===== config.mk =====
export PLATFORM = sky130hd
export DESIGN_NAME = pcie_perst_gen
export DESIGN_NICKNAME = d
export VERILOG_FILES = /design/src/rtl/pcie_perst_gen.sv
export SDC_FILE = /design/constraint.sdc
export NUM_CORES = 1
export LEC_CHECK = 0
export CAP_MARGIN = 25
export CORE_MARGIN = 4
export CORE_UTILIZATION = 54
export DETAILED_ROUTE_END_ITERATION = 12
export GPL_TIMING_DRIVEN = 1
export PLACE_DENSITY_LB_ADDON = 0.25
export SLEW_MARGIN = 25
export SYNTH_ARGS = -nofsm -noshare
export SYNTH_HDL_FRONTEND = slang
export SYNTH_SLANG_ARGS = --single-unit

===== constraint.sdc =====
create_clock -name clk -period 2.1 [get_ports clk]
set_input_delay 0.315 -clock clk [delete_from_list [all_inputs] [get_ports clk]]
set_output_delay 0.315 -clock clk [all_outputs]
set_load 0.02 [all_outputs]

===== src/rtl/pcie_perst_gen.sv =====
// pcie_perst_gen: initiator-side PERST# sequencer with power-good qualification,
// link-up timeout monitoring, bounded retry re-pulsing and software reset requests.
//
// Ports:
//   clk        - clock; every other input is synchronous to it
//   rst        - asynchronous active-low reset
//   pwr_good   - slot power stable
//   link_up    - link trained indication from the LTSSM / data-link layer
//   reset_req  - single-cycle software request for a fresh PERST# pulse
//   perst_n    - registered PERST# to the device (active-low)
//   link_ok    - high while the link is up
//   link_fail  - high while in the sticky failure state
//   retry_cnt  - retries consumed in the current attempt (saturating)
//   state_o    - encoded state for CSR / debug
module pcie_perst_gen #(
    parameter int PWR_STABLE_CYCLES   = 10000000,
    parameter int PERST_MIN_CYCLES    = 10000,
    parameter int LINK_TIMEOUT_CYCLES = 100000000,
    parameter int MAX_RETRIES         = 3,
    localparam int RW = (MAX_RETRIES > 0) ? $clog2(MAX_RETRIES + 1) : 1
) (
    input  logic          clk,
    input  logic          rst,
    input  logic          pwr_good,
    input  logic          link_up,
    input  logic          reset_req,
    output logic          perst_n,
    output logic          link_ok,
    output logic          link_fail,
    output logic [RW-1:0] retry_cnt,
    output logic [2:0]    state_o
);

    localparam int MAX_A   = (PWR_STABLE_CYCLES > PERST_MIN_CYCLES) ?
                             PWR_STABLE_CYCLES : PERST_MIN_CYCLES;
    localparam int MAX_CNT = (MAX_A > LINK_TIMEOUT_CYCLES) ?
                             MAX_A : LINK_TIMEOUT_CYCLES;
    localparam int CW      = $clog2(MAX_CNT) + 1;

    // Terminal counts: the transition happens on the edge that completes the
    // N-th cycle, so the counter is compared against N-1.
    localparam logic [CW-1:0] PWR_LAST  = (PWR_STABLE_CYCLES > 1) ?
                                          CW'(PWR_STABLE_CYCLES - 1) : '0;
    localparam logic [CW-1:0] HOLD_LAST = (PERST_MIN_CYCLES > 1) ?
                                          CW'(PERST_MIN_CYCLES - 1) : '0;
    localparam logic [CW-1:0] TO_LAST   = (LINK_TIMEOUT_CYCLES > 1) ?
                                          CW'(LINK_TIMEOUT_CYCLES - 1) : '0;
    localparam logic [RW-1:0] RETRY_MAX = RW'(MAX_RETRIES);

    typedef enum logic [2:0] {
        ST_IDLE     = 3'd0,
        ST_PWR_WAIT = 3'd1,
        ST_RELEASE  = 3'd2,
        ST_UP       = 3'd3,
        ST_HOLD     = 3'd4,
        ST_FAIL     = 3'd5
    } state_t;

    state_t        r_state;
    logic [CW-1:0] r_cnt;
    logic [RW-1:0] r_retry;
    logic          r_perst_n;
    logic          r_link_ok;
    logic          r_link_fail;

    logic w_req_ok;
    logic w_pwr_done;
    logic w_hold_done;
    logic w_timeout;
    logic w_retry_left;

    // Software requests only matter once the slot has been powered and released.
    assign w_req_ok     = reset_req &&
                          (r_state == ST_RELEASE || r_state == ST_UP ||
                           r_state == ST_HOLD    || r_state == ST_FAIL);
    assign w_pwr_done   = (r_cnt >= PWR_LAST);
    assign w_hold_done  = (r_cnt >= HOLD_LAST);
    assign w_timeout    = (r_cnt >= TO_LAST);
    assign w_retry_left = (r_retry < RETRY_MAX);

    // perst_n defaults low every cycle and is only raised on paths that land in
    // RELEASE or UP, so it can never be high anywhere else.
    always_ff @(posedge clk or negedge rst) begin
        if (!rst) begin
            r_state     <= ST_IDLE;
            r_cnt       <= '0;
            r_retry     <= '0;
            r_perst_n   <= 1'b0;
            r_link_ok   <= 1'b0;
            r_link_fail <= 1'b0;
        end else begin
            r_perst_n   <= 1'b0;
            r_link_ok   <= 1'b0;
            r_link_fail <= 1'b0;
            if (!pwr_good) begin
                r_state <= ST_IDLE;
                r_cnt   <= '0;
                r_retry <= '0;
            end else if (w_req_ok) begin
                // Restarts the full hold width, even when already holding.
                r_state <= ST_HOLD;
                r_cnt   <= '0;
                r_retry <= '0;
            end else begin
                unique case (r_state)
                    ST_IDLE: begin
                        r_retry <= '0;
                        // This sample is the first consecutive high one.
                        if (PWR_STABLE_CYCLES <= 1) begin
                            r_state   <= ST_RELEASE;
                            r_cnt     <= '0;
                            r_perst_n <= 1'b1;
                        end else begin
                            r_state <= ST_PWR_WAIT;
                            r_cnt   <= CW'(1);
                        end
                    end
                    ST_PWR_WAIT: begin
                        if (w_pwr_done) begin
                            r_state   <= ST_RELEASE;
                            r_cnt     <= '0;
                            r_perst_n <= 1'b1;
                        end else begin
                            r_cnt <= r_cnt + 1'b1;
                        end
                    end
                    ST_RELEASE: begin
                        // link_up beats a coincident timeout.
                        if (link_up) begin
                            r_state   <= ST_UP;
                            r_cnt     <= '0;
                            r_perst_n <= 1'b1;
                            r_link_ok <= 1'b1;
                        end else if (w_timeout) begin
                            r_cnt <= '0;
                            if (w_retry_left) begin
                                r_state <= ST_HOLD;
                                r_retry <= r_retry + 1'b1;
                            end else begin
                                r_state     <= ST_FAIL;
                                r_link_fail <= 1'b1;
                            end
                        end else begin
                            r_cnt     <= r_cnt + 1'b1;
                            r_perst_n <= 1'b1;
                        end
                    end
                    ST_UP: begin
                        if (!link_up) begin
                            // Surprise link-down: fresh attempt.
                            r_state <= ST_HOLD;
                            r_cnt   <= '0;
                            r_retry <= '0;
                        end else begin
                            r_perst_n <= 1'b1;
                            r_link_ok <= 1'b1;
                        end
                    end
                    ST_HOLD: begin
                        if (w_hold_done) begin
                            r_state   <= ST_RELEASE;
                            r_cnt     <= '0;
                            r_perst_n <= 1'b1;
                        end else begin
                            r_cnt <= r_cnt + 1'b1;
                        end
                    end
                    ST_FAIL: begin
                        r_link_fail <= 1'b1;
                    end
                    default: begin
                        r_state <= ST_IDLE;
                        r_cnt   <= '0;
                        r_retry <= '0;
                    end
                endcase
            end
        end
    end

    assign perst_n   = r_perst_n;
    assign link_ok   = r_link_ok;
    assign link_fail = r_link_fail;
    assign retry_cnt = r_retry;
    assign state_o   = r_state;

    a_perst_safe: assert property (@(posedge clk) disable iff (!rst)
        r_perst_n |-> (r_state == ST_RELEASE || r_state == ST_UP));

    a_retry_sat: assert property (@(posedge clk) disable iff (!rst)
        r_retry <= RETRY_MAX);

endmodule


==> Yosys cells after proc, flatten, opt, wreduce, memory -nomap -nowiden <==
Index checks and enable logic that the tools add are counted.
W data, S select, Z words.
{ "classes": {"n_reduce_logical": 10, "div": 0, "n_lt_le_gt_ge": 4, "mux": 41, "n_addsub": 2, "eq_ne": 14, "n_mul": 0, "shifts": 0, "bitwise": 0} }
{ "op_table": {"columns": ["cell", "count"], "rows": [
  ["$mux W28", 7],
  ["$pmux W28 S6", 1],
  ["$add A28 B1 Y28 const B", 1],
  ["$ge A28 B14 Y1 const B", 1],
  ["$ge A28 B24 Y1 const B", 1],
  ["$ge A28 B27 Y1 const B", 1],
  ["$ne A4 B4 Y1 const B", 6],
  ["$mux W3", 7],
  ["$pmux W3 S6", 1],
  ["$mux W1", 16],
  ["$mux W2", 6],
  ["$reduce_and A5 Y1", 2],
  ["$eq A3 B2 Y1 const B", 2],
  ["$eq A3 B3 Y1 const B", 2],
  ["$pmux W2 S3", 1],
  ["$ne A5 B5 Y1 const B", 1],
  ["$pmux W1 S4", 1],
  ["$eq A3 B1 Y1 const B", 1],
  ["$logic_not A3 Y1", 1],
  ["$logic_or A1 B1 Y1", 3],
  ["$ne A3 B2 Y1 const B", 1],
  ["$ne A3 B3 Y1 const B", 1],
  ["$reduce_or A3 Y1", 1],
  ["$add A2 B1 Y2 const B", 1],
  ["other kinds (5)", 5]
]} }
{ "word_totals": {"in_bits": 5, "romBits": 0, "ramBits": 0, "mem_count": 0, "regBits": 36, "latch_bits": 0} }

==> Logic depth before layout (Yosys ltp) <==
{ "logic_depth": {"word_depth": 7, "ltp_mapped": 8, "ltp_nobuf": 7} }

==> Worst setup path after synthesis <==
OpenSTA, ideal clock, no wires.
{ "synth_path": {"path_kind": "reg2reg", "from": "register r_cnt[0]", "to": "register r_state[2] (netlist: state_o[2])", "n_path_buf": 0, "t_arrival_ns": 2.174, "setup_ns": 0.128, "t_required_ns": 1.972, "synth_period_minus_slack_ns": 2.301, "stages_incl_launch_ff": 8, "path_slack_ns": -0.201, "cell_sequence": "dfrtp_1 ha_1 and3_1 and4_1 o211a_1 nor4_2 nor4_4 mux2_1"} }
{ "synth_between": {"elab_chain_len": 3, "word_cells_on_any_way": 7, "classes_between": "order compare (3); eq/ne (3); reduce/logical (1)"} }
{ "synth_lines": {"columns": ["element", "line", "rtl"], "rows": [
  ["from (decl)", "60", "logic [CW-1:0] r_cnt;"],
  ["from (signal assigned)", "124", "r_cnt <= r_cnt + 1'b1;"],
  ["from (signal assigned)", "144", "r_cnt <= r_cnt + 1'b1;"],
  ["from (signal assigned)", "165", "r_cnt <= r_cnt + 1'b1;"],
  ["$ge A28 B27 Y1 (tied with other cells)", "78", "assign w_timeout = (r_cnt >= TO_LAST);"],
  ["$ne A5 B5 Y1 (no line) or $ne A4 B4 Y1 (tied branches)", null, null],
  ["$reduce_and A5 Y1 (no line) (*)", null, null],
  ["to (signal assigned)", "85", "r_state <= ST_IDLE;"],
  ["to (signal assigned)", "96", "r_state <= ST_IDLE;"],
  ["to (signal assigned)", "101", "r_state <= ST_HOLD;"],
  ["to (decl)", "59", "state_t r_state;"]
]} }
Every way passes the cells marked *; elsewhere a longest branch is shown, timed or not.
A chain may end at the register's enable or synchronous reset.

==> Final worst setup path <==
{ "layout_path": {"from": "register r_cnt[27]", "to": "register r_cnt[14]"} }
{ "layout_between": {"elab_chain_len": 6, "word_cells_on_any_way": 10, "classes_between": "order compare (3); mux (7)"} }
{ "layout_lines": {"columns": ["element", "line", "rtl"], "rows": [
  ["$ge A28 B27 Y1", "78", null],
  ["$mux W28", "134", "end else if (w_timeout) begin"],
  ["$mux W28", "129", "if (link_up) begin"],
  ["$pmux W28 S6 (*)", "105", "unique case (r_state)"],
  ["$mux W28 (*)", "99", "end else if (w_req_ok) begin"],
  ["$mux W28 (*)", "95", "if (!pwr_good) begin"]
]} }
Marked as above.

==> run metrics <==
Die W=73.8 um; Yosys reg bits=36; reg2reg setup slack=-0.35 ns; LEAKAGE=0.00147 uW; wire length of the first global-routing pass=11600 um; Initial Util=0.573; area of the multi-input gates=0.00148 sq mm; post-synth net total=274; drt drc=0; Num CTS Buffers=5; area leader, netlist=dfrtp_1; via count=2501; share of cells above drive strength 1=0.342; FF-to-FF Start=r_cnt[27]$_DFFE_PN0P_; endpoint class of the critical path=register; Setup CP Type=reg2reg; hold slack final=0.102 ns; DPL Wire Length=4760 um; final period utilization=1.17; leading cell types in the layout, fill and taps excluded=68 x buf_4, 35 x dfrtp_1, 26 x nor2_1; RSZ-0062 raised after global routing=yes; Die H=73.8 um; Post-Syn Area=0.00234 sq mm; Root Buffer=clkbuf_8; worst-margin pin slew=0.825 ns; Tightest Hold Check Type=in2async; vias in the first global route=2466; clk_lat worst skew=0.30 ns; final design utilization=0.799; Tmin final=2.45 ns; # rows=23; Reg area=902 sq um; Synthesis Warnings=0; Vias/cell=6.33; most common cell after layout, fill and taps aside=buf_4; Synth Instances=267; drt pass-1 iters=5; Data required, critical path=2.28 ns; crit-path max FO=7; IO Count=13; Yosys cell types=57; worst reg2reg endpoint=r_cnt[14]$_DFFE_PN0P_; violated checks=setup timing; Core Area=0.00409 sq mm; Worst setup SP type=register; initial antenna violation count=0; PwrDens=444 mW/mm^2; grt total ovfl=0; worst-path cell with the longest stage delay=or4_4; Tot GR Track Use=0.281; CTS tree=done; final worst slack=-0.348 ns; Die Footprint=0.00545 sq mm; detail-routed net length per standard cell=18.7 um; Synth-to-Final Area Change=39.6%; final setup fails=32; Clock transition at path regs=0.07 ns; DRT iter0 DRCs=282; Avg Synthesized Cell Area=8.76 sq um; antenna viol nets, final=0; Setup Skew=0.00629 ns; Worst EP arrival=2.63 ns; sequential-to-total area share from yosys stat=0.385; # diodes=0; CTS Hold Bufs=0; Post-synth EDFFs=0; Max-Cap Viols=0; Buf/Inv on CP=3; Max Buffers Root-to-Sink=2; top cell type's share of synthesized area=0.385; status=finished with violations; fin. max-slew vios=0; VDD IR-drop max=0.432 mV; max frequency=409 MHz; CP dominant cell by count=nor4_4; H-tree depth=2; drt total wl=7390 um; # fillers=266; final net count=351; r2r worst-path depth=9; slew margin rel.=0.450; Area contributors post-synth=dfrtp_1 39%, nor2_1 5.3%, nand2_1 3.9%, nand4_1 3.2%, o21ai_0 3.0%; Synth Flop Type=dfrtp_1; Placer Congestion=0.915; FFs w/ async S/R, synth=1.00; # clock sinks=36; Crit path largest cell delay=0.56 ns; port buffer count=12; final hold vios=0; CP top delay family=simple AND/OR/NAND/NOR gates; largest net degree at the start of global routing=37; crit path cell chain=or4_4 > nor4_4 > buf_4 > o211a_4 > nor4_4 > nor4_4 > buf_6 > buf_12 > nor3_4
routing by layer:
metal / wire length, um / share of wire / track usage / vias to the layer above
met5: 0 / 0 / 0 / -
met4: 367 / 0.050 / 0.141 / 0
met3: 373 / 0.050 / 0.0575 / 39
met2: 3570 / 0.48 / 0.459 / 114
met1: 3080 / 0.42 / 0.350 / 1198
li1: - / - / - / 1150
cells in the mapped netlist, types with 7 or more instances:
cell type / number
and3_1: 7
clkbuf_1: 12
dfrtp_1: 36
nand2_1: 24
nand3_1: 9
nand4_1: 12
nor2_1: 33
nor3_1: 7
nor4_1: 8
o21ai_0: 14
xor2_1: 8
logic make-up after synthesis:
group,synth area share
flops,0.385
xor+xnor,0.0374
fa+ha+maj,0.0107
mux,0.0176
simple gates,0.360
buf+inv,0.0369
compound gates,0.152
where the power goes:
| group | switching, uW | total (uW) | leakage (uW) | internal [uW] |
|---|---|---|---|---|
| logic | 117 | 217 | 0.000924 | 100 |
| clock network | 259 | 527 | 0.0000455 | 268 |
| registers | 4.58 | 706 | 0.000497 | 702 |
| total | 381 | 1450 | 0.00147 | 1070 |
worst register-to-register path: stages, from the launching register on:
cell and delay, ns:
dfrtp_1 0.39, or4_4 0.56, nor4_4 0.24, buf_4 0.17, o211a_4 0.18, nor4_4 0.05, nor4_4 0.38, buf_6 0.19
buf_12 0.13, nor3_4 0.04
sequential cells by signal (all words and copies together) (netlist names):
register	cells
retry_cnt	2
perst_n	1
state_o	3
link_ok	1
r_cnt	28
link_fail	1
what timing repair did:
| item | in CTS | in global routing |
|---|---|---|
| setup endpoints to repair | 31 | 34 |
| resized for setup | 15 | 15 |
| buffers inserted | 5 | 4 |
| pin swaps | 12 | 13 |
| gates cloned | 0 | 0 |
layout make-up:
class	count	area share
Inverter	5	0.00574
Timing Repair Buffer	86	0.218
Tap cell	50	0.0191
Multi-Input combinational cell	210	0.454
Clock buffer	8	0.0276
Sequential cell	36	0.276
worst max path at each step:
stage / start / to / slack (ns) / depth (start not counted)
floorplan: r_cnt[26]$_DFFE_PN0P_ / state_o[2]$_DFFE_PN0P_ / -0.17 / 6
global placement: r_cnt[26]$_DFFE_PN0P_ / r_cnt[16]$_DFFE_PN0P_ / -0.23 / 8
detailed placement: r_cnt[26]$_DFFE_PN0P_ / r_cnt[14]$_DFFE_PN0P_ / -0.37 / 8
CTS: r_cnt[22]$_DFFE_PN0P_ / r_cnt[13]$_DFFE_PN0P_ / -0.29 / 9
global route: r_cnt[27]$_DFFE_PN0P_ / state_o[2]$_DFFE_PN0P_ / -0.44 / 7
finish: r_cnt[27]$_DFFE_PN0P_ / r_cnt[14]$_DFFE_PN0P_ / -0.35 / 9
metrics by stage:
stage	setup TNS (ns)	instance area, sq um	setup WS (ns)	total power [uW]	std cells
final	-9.65	3270	-0.348	1450	395
after global routing	-12.58	3270	-0.441	1510	395
after CTS	-7.09	3180	-0.286	1440	392
after detailed placement	-6.99	2990	-0.371	912	380
after global placement	-3.97	2990	-0.226	908	380
after floorplan	-3.24	2350	-0.169	808	267
(Power assumes the default switching activity.)
